`src/rtl/jedro_1_mmio_mailbox.sv`:
```
// rtl/jedro_1_mmio_mailbox.sv - MMIO mailbox: test-end latch, console byte FIFO, cycle counter
module jedro_1_mmio_mailbox #(
  parameter int unsigned           ADDR_WIDTH = 32,
  parameter int unsigned           DATA_WIDTH = 32,
  parameter logic [ADDR_WIDTH-1:0] BASE_ADDR  = 32'h8000_0000,
  parameter int unsigned           FIFO_DEPTH = 8
) (
  input  logic                  clk_i,
  input  logic                  rstn_i,
  input  logic                  en_i,
  input  logic [3:0]            we_i,
  input  logic [ADDR_WIDTH-1:0] addr_i,
  input  logic [DATA_WIDTH-1:0] wdata_i,
  output logic [DATA_WIDTH-1:0] rdata_o,
  output logic                  done_o,
  output logic [31:0]           code_o,
  output logic                  char_valid_o,
  output logic [7:0]            char_o,
  input  logic                  char_ready_i
);

  localparam int unsigned PW = $clog2(FIFO_DEPTH);
  localparam int unsigned CW = PW + 1;
  localparam logic [CW-1:0] FULL_COUNT = CW'(FIFO_DEPTH);

  logic          hit;
  logic          rd_any;
  logic          wr_hit;
  logic [1:0]    sel;
  logic [31:0]   lane_mask;
  logic [31:0]   wdata_masked;
  logic          tohost_wr;
  logic          push_req;
  logic          push;
  logic          pop;
  logic          full;
  logic          empty;
  logic          ovf_set;
  logic          ovf_clr;
  logic [PW-1:0] wr_ptr;
  logic [PW-1:0] rd_ptr;
  logic [CW-1:0] count;
  logic          overflow;
  logic [31:0]   cycle_q;
  logic [31:0]   status;
  logic [31:0]   rd_val;
  logic [7:0]    mem [FIFO_DEPTH];
  logic          unused_addr_lsb;

  // Byte offset within a word carries no meaning for this register window.
  assign unused_addr_lsb = ^addr_i[1:0];

  // Address decode, write qualification and FIFO handshake terms.
  always_comb begin
    hit          = en_i && (addr_i[ADDR_WIDTH-1:4] == BASE_ADDR[ADDR_WIDTH-1:4]);
    sel          = addr_i[3:2];
    rd_any       = en_i && (we_i == 4'b0000);
    wr_hit       = hit && (we_i != 4'b0000);
    lane_mask    = {{8{we_i[3]}}, {8{we_i[2]}}, {8{we_i[1]}}, {8{we_i[0]}}};
    wdata_masked = wdata_i & lane_mask;
    tohost_wr    = wr_hit && (sel == 2'd0) && !done_o && (wdata_masked != 32'h0);
    empty        = (count == '0);
    full         = (count == FULL_COUNT);
    pop          = !empty && char_ready_i;
    push_req     = wr_hit && (sel == 2'd1) && we_i[0];
    // A full FIFO still takes a byte when the head leaves in the same cycle.
    push         = push_req && (!full || pop);
    ovf_set      = push_req && full && !pop;
    ovf_clr      = wr_hit && (sel == 2'd3) && we_i[0] && wdata_i[2];
    char_valid_o = !empty;
    char_o       = empty ? 8'h00 : mem[rd_ptr];
  end

  // Register readback mux, sampled before this edge's state update.
  always_comb begin
    status = {22'b0, done_o, 5'(count), 1'b0, overflow, full, empty};
    case (sel)
      2'd0:    rd_val = code_o;
      2'd1:    rd_val = 32'h0;
      2'd2:    rd_val = cycle_q;
      default: rd_val = status;
    endcase
  end

  // One-cycle read data; window misses return zero.
  always_ff @(posedge clk_i or negedge rstn_i) begin
    if (!rstn_i) begin
      rdata_o <= '0;
    end else if (rd_any) begin
      rdata_o <= hit ? rd_val : '0;
    end
  end

  // First nonzero TOHOST write ends the test; later writes are ignored.
  always_ff @(posedge clk_i or negedge rstn_i) begin
    if (!rstn_i) begin
      done_o <= 1'b0;
      code_o <= '0;
    end else if (tohost_wr) begin
      done_o <= 1'b1;
      code_o <= wdata_masked;
    end
  end

  // Free-running cycle counter.
  always_ff @(posedge clk_i or negedge rstn_i) begin
    if (!rstn_i) begin
      cycle_q <= '0;
    end else begin
      cycle_q <= cycle_q + 32'd1;
    end
  end

  // FIFO pointers, occupancy and sticky overflow (set beats clear).
  always_ff @(posedge clk_i or negedge rstn_i) begin
    if (!rstn_i) begin
      wr_ptr   <= '0;
      rd_ptr   <= '0;
      count    <= '0;
      overflow <= 1'b0;
    end else begin
      if (push) wr_ptr <= wr_ptr + PW'(1);
      if (pop)  rd_ptr <= rd_ptr + PW'(1);
      case ({push, pop})
        2'b10:   count <= count + CW'(1);
        2'b01:   count <= count - CW'(1);
        default: count <= count;
      endcase
      if (ovf_set)      overflow <= 1'b1;
      else if (ovf_clr) overflow <= 1'b0;
    end
  end

  // FIFO storage; contents are meaningless outside the occupied range.
  always_ff @(posedge clk_i) begin
    if (push) mem[wr_ptr] <= wdata_i[7:0];
  end

endmodule

```
`config.mk`:
```
export PLATFORM = sky130hd
export DESIGN_NAME = jedro_1_mmio_mailbox
export DESIGN_NICKNAME = d
export VERILOG_FILES = /design/src/rtl/jedro_1_mmio_mailbox.sv
export SDC_FILE = /design/constraint.sdc
export NUM_CORES = 1
export LEC_CHECK = 0
export ABC_AREA = 0
export CAP_MARGIN = 20
export CORE_ASPECT_RATIO = 0.6
export CORE_MARGIN = 2
export CORE_UTILIZATION = 47
export DETAILED_ROUTE_END_ITERATION = 8
export MAX_ROUTING_LAYER = met4
export PLACE_DENSITY_LB_ADDON = 0.1
export REMOVE_ABC_BUFFERS = 1
export SLEW_MARGIN = 20
export SYNTH_ARGS = -nofsm -noshare
export SYNTH_HDL_FRONTEND = slang
export SYNTH_SLANG_ARGS = --single-unit
```
`constraint.sdc`:
```
create_clock -name clk_i -period 2.1 [get_ports clk_i]
set_input_delay 0.42 -clock clk_i [delete_from_list [all_inputs] [get_ports clk_i]]
set_output_delay 0.42 -clock clk_i [all_outputs]
set_load 0.02 [all_outputs]
```
==> impl_table.tex <==
\begin{tabular}{lr}
\hline
Metric & Value \\
\hline
\multicolumn{2}{l}{\textbf{Floorplan}} \\
Std-Cell Core Area & $\sim$16000 um\^{}2 \\
Starting density of the core & between 40\% and 50\% \\
Row count & 36 \\
Number of top-level pins & around 150 \\
Area of the die & 17500 um\^{}2 \\
Width of the die & between 150 and 200 um \\
Die H & around 100 um \\
\multicolumn{2}{l}{\textbf{Setup path}} \\
Worst setup slack for register-to-register paths & 110 ps \\
Setup CP Type & reg2out \\
Worst r2r path cells & 9 \\
Crit Reg-Reg Startpoint & count[1] \\
Largest driver fanout on the critical path & 9 \\
Required time worst endpoint & around 1700 ps \\
Signal arrival time at the worst endpoint & around 1900 ps \\
Endpoint of the lowest-slack register-to-register path & count[1] \\
Launching element type of the critical path & flip-flop \\
Type of element capturing the critical path & primary output \\
\multicolumn{2}{l}{\textbf{Status}} \\
Failing checks & negative setup slack \\
Result of the run & complete, but fails checks \\
\multicolumn{2}{l}{\textbf{Clocking}} \\
Clock slew at reported path FFs & $\sim$70 ps \\
Number of buffers created by CTS & 17 \\
Clock tree from TritonCTS & built \\
CTS Root Buffer Type & clkbuf\_16 \\
\# H-tree levels & 4 \\
Clock insertion delay at the later pin of the skew report & 430 ps \\
Clock tree buffer depth & 2 \\
CTS sink cnt & $\sim$170 \\
\multicolumn{2}{l}{\textbf{Synthesis}} \\
Synthesized instance count & $\sim$600 \\
Sequential area share after synthesis & about three fifths \\
Leading cell types by total area after synthesis & dfrtp\_1 35\%, edfxtp\_1 25\%, mux2i\_1 8.3\% \\
Post-synthesis instance area & a little under 8000 um\^{}2 \\
Prevailing post-synth register cell & dfrtp\_1 \\
Share of flip-flops with an asynchronous set or reset after synthesis & a little over three fifths \\
Synth unique cells & 44 \\
Number of synthesized register bits & between 150 and 200 \\
Number of enable flip-flop cells after synthesis & between 60 and 70 \\
Number of warnings issued by yosys & 0 \\
Area share of the leading cell type in the synthesized netlist & about a third \\
Cell type with the highest aggregate area in the netlist & dfrtp\_1 \\
Average cell area after synthesis & between 10 and 15 um\^{}2 \\
\multicolumn{2}{l}{\textbf{Min path}} \\
Start point of the worst hold path & rdata\_o[15] \\
Hold Path End & rdata\_o[15] \\
Cell depth of the worst hold path & 2 \\
Class of the tightest hold or removal check & reg2reg \\
\multicolumn{2}{l}{\textbf{Run}} \\
Number of max-cap violations & 0 \\
\multicolumn{2}{l}{\textbf{Placed design}} \\
Routability-driven placement congestion ratio & about 0.79 \\
Number of instances in the placed design & between 1000 and 1500 \\
DP Worst Slack & -541 ps \\
Post-detailed-placement half-perimeter wirelength & between 10000 and 15000 um \\
Count of buffers from port buffering & between 100 and 150 \\
\multicolumn{2}{l}{\textbf{Pwr}} \\
Cell Pwr Density & about 820 nW/um\^{}2 \\
Worst supply voltage drop on vdd & 586 uV \\
Final total power & a little under 9000 uW \\
P\_leak & 0.00485 uW \\
\multicolumn{2}{l}{\textbf{Drt}} \\
Met3 wirelength from detailed routing & 1070 um \\
Residual antenna-violating net count after detailed routing & 0 \\
Met1 wire length & between 10000 and 15000 um \\
Topmost layer with routed signal wires & met4 \\
Iter 0 DRT Violations & 333 \\
Ratio of routed vias to standard cells & 5.35 \\
Per-cell routed wire length & $\sim$19 um \\
DRC viols & 0 \\
Drt pass-1 iters & 4 \\
Sum of routed wire length over all layers & 19900 um \\
Via count & roughly 5600 \\
Met2 routed WL & roughly 8600 um \\
\multicolumn{2}{l}{\textbf{STA}} \\
Final-report max-slew violation count & 0 \\
Highest achievable clock rate & 427 MHz \\
Number of endpoints failing setup at the final stage & 8 \\
Final worst path period need & 2340 ps \\
Fin crit share & 112\% \\
Hold\_ws & between 400 and 500 ps \\
Setup ws final & -243 ps \\
Slew headroom & just under 50\% \\
Unrepaired setup endpoints after global routing & true \\
Final hold viol count & 0 \\
Worst clock skew & approximately 9.3 ps \\
Transition at the pin with the smallest max-transition slack & 762 ps \\
\multicolumn{2}{l}{\textbf{GRT}} \\
Total gr overflow & 0 \\
Total global routing track utilization & between 20\% and 30\% \\
Vias in the first global route & 5607 \\
Antenna violations before repair & 0 \\
Wire length of the first global-routing pass & around 30000 um \\
Largest net degree at the start of global routing & 39 \\
\multicolumn{2}{l}{\textbf{Finish}} \\
Antenna cell count & 0 \\
Non-filler instance count after layout & roughly 1000 \\
Area growth syn-to-layout & 39.0\% \\
Fraction of layout cells with a size suffix above 1 & 22.9\% \\
Area used by sequential logic in the layout & approximately 4600 um\^{}2 \\
Post-layout nets & around 900 \\
Multi-input gate area in the final layout & 2980 um\^{}2 \\
Number of filler instances in the final layout & around 1200 \\
\hline
\end{tabular}
-- state kept, by name, summed over array words and instances (netlist names) --
signal    cells
count         4
done_o        1
rd_ptr        3
rdata_o      32
mem          64
code_o       32
wr_ptr        3
overflow      1
cycle_q      32
-- stage by stage --
step           instance area, um^2  util, %  TNS (ps)
6_report                     10700     66.4     -1590
5_1_grt                      10700     66.4     -2740
4_1_cts                      10500     65.2     -1950
3_5_place_dp                  9820     60.9    -56770
3_3_place_gp                  9820     60.9    -50930
2_1_floorplan                 7560        -    -24990
-- cell usage after synthesis, drive strengths merged, types with 15 or more instances --
cell type	instances
mux4	16
inv	37
xnor2	27
dfrtp	108
nand2	88
nand3	15
o21ai	34
nor4	17
edfxtp	64
nor2	28
mux2i	64
-- worst max-delay path, cell delays in order (launching register included) --
cell     delay (ps)
dfrtp_2         420
buf_12          170
mux4_2          550
mux2i_1         150
nor2_1           60
buf_2           150
-- where the power goes --
group	switching (uW)	total, uW	leakage (uW)	internal, uW
sequential	45.9	3590	0.00189	3540
clock	1400	3200	0.000291	1800
combinational	972	1980	0.00266	1010
-- repair_timing --
| item | in CTS | in global routing |
|---|---|---|
| resized for setup | 48 | 51 |
| buffers inserted | 4 | 1 |
| hold buffers | 1 | 0 |
| gates cloned | 3 | 0 |
| pin swaps | 2 | 13 |
| setup endpoints to repair | 52 | 131 |
| endpoints found under the hold margin | 34 | 0 |
-- cells in the final DEF (no fill, tap or decap), types with 9 or more instances in the layout --
cell / Yosys / routed
xnor2_1: 27 / 27
inv_1: 37 / 36
clkdlybuf4s50_1: 0 / 118
o21ai_2: 20 / 20
xor2_1: 9 / 9
nand4_1: 10 / 10
edfxtp_1: 64 / 64
clkbuf_16: 0 / 17
o21ai_0: 14 / 13
dlymetal6s2s_1: 0 / 13
buf_6: 3 / 9
mux2i_1: 64 / 64
nand3_1: 15 / 14
a22oi_1: 10 / 10
mux4_2: 16 / 16
nor4_1: 16 / 9
buf_4: 0 / 57
nor2_1: 28 / 23
nand2_1: 88 / 87
mux2_2: 9 / 9
dfrtp_1: 108 / 107
-- how the worst max path moves through the flow --
stage	from	end	slack (ps)	cells past startpoint
final	rd_ptr[0]	char_o[2]	-240	5
after global routing	rd_ptr[0]	char_o[2]	-320	5
after CTS	rd_ptr[0]	char_o[7]	-270	6
after detailed placement	we_i[0]	rdata_o[10]	-540	6
after global placement	we_i[0]	rdata_o[31]	-470	6
after floorplan	addr_i[24]	mem[1][0]	-390	5
-- layout make-up --
cell class / instances / area share, %
Clock inverter: 15 / 1.67
Timing Repair Buffer: 215 / 19.5
Sequential cell: 172 / 43.2
Inverter: 37 / 1.32
Tap cell: 209 / 2.44
Multi-Input combinational cell: 378 / 27.8
Clock buffer: 17 / 3.97
-- routing by layer --
layer / track usage (%) / vias to the layer above
met3: 5.34 / 16
li1: - / 2605
met5: - / -
met1: 36.4 / 2782
met4: 6.25 / 0
met2: 34.4 / 172
-- cells by family after synthesis --
family | after synthesis | share of synthesized area, %
simple gates | 190 | 11.8
flops | 172 | 60.0
mux | 89 | 14.3
buf+inv | 65 | 3.61
compound gates | 57 | 5.46
xor+xnor | 36 | 4.09
fa+ha+maj | 4 | 0.650
No activity file was read; power rests on OpenSTA's default activity.
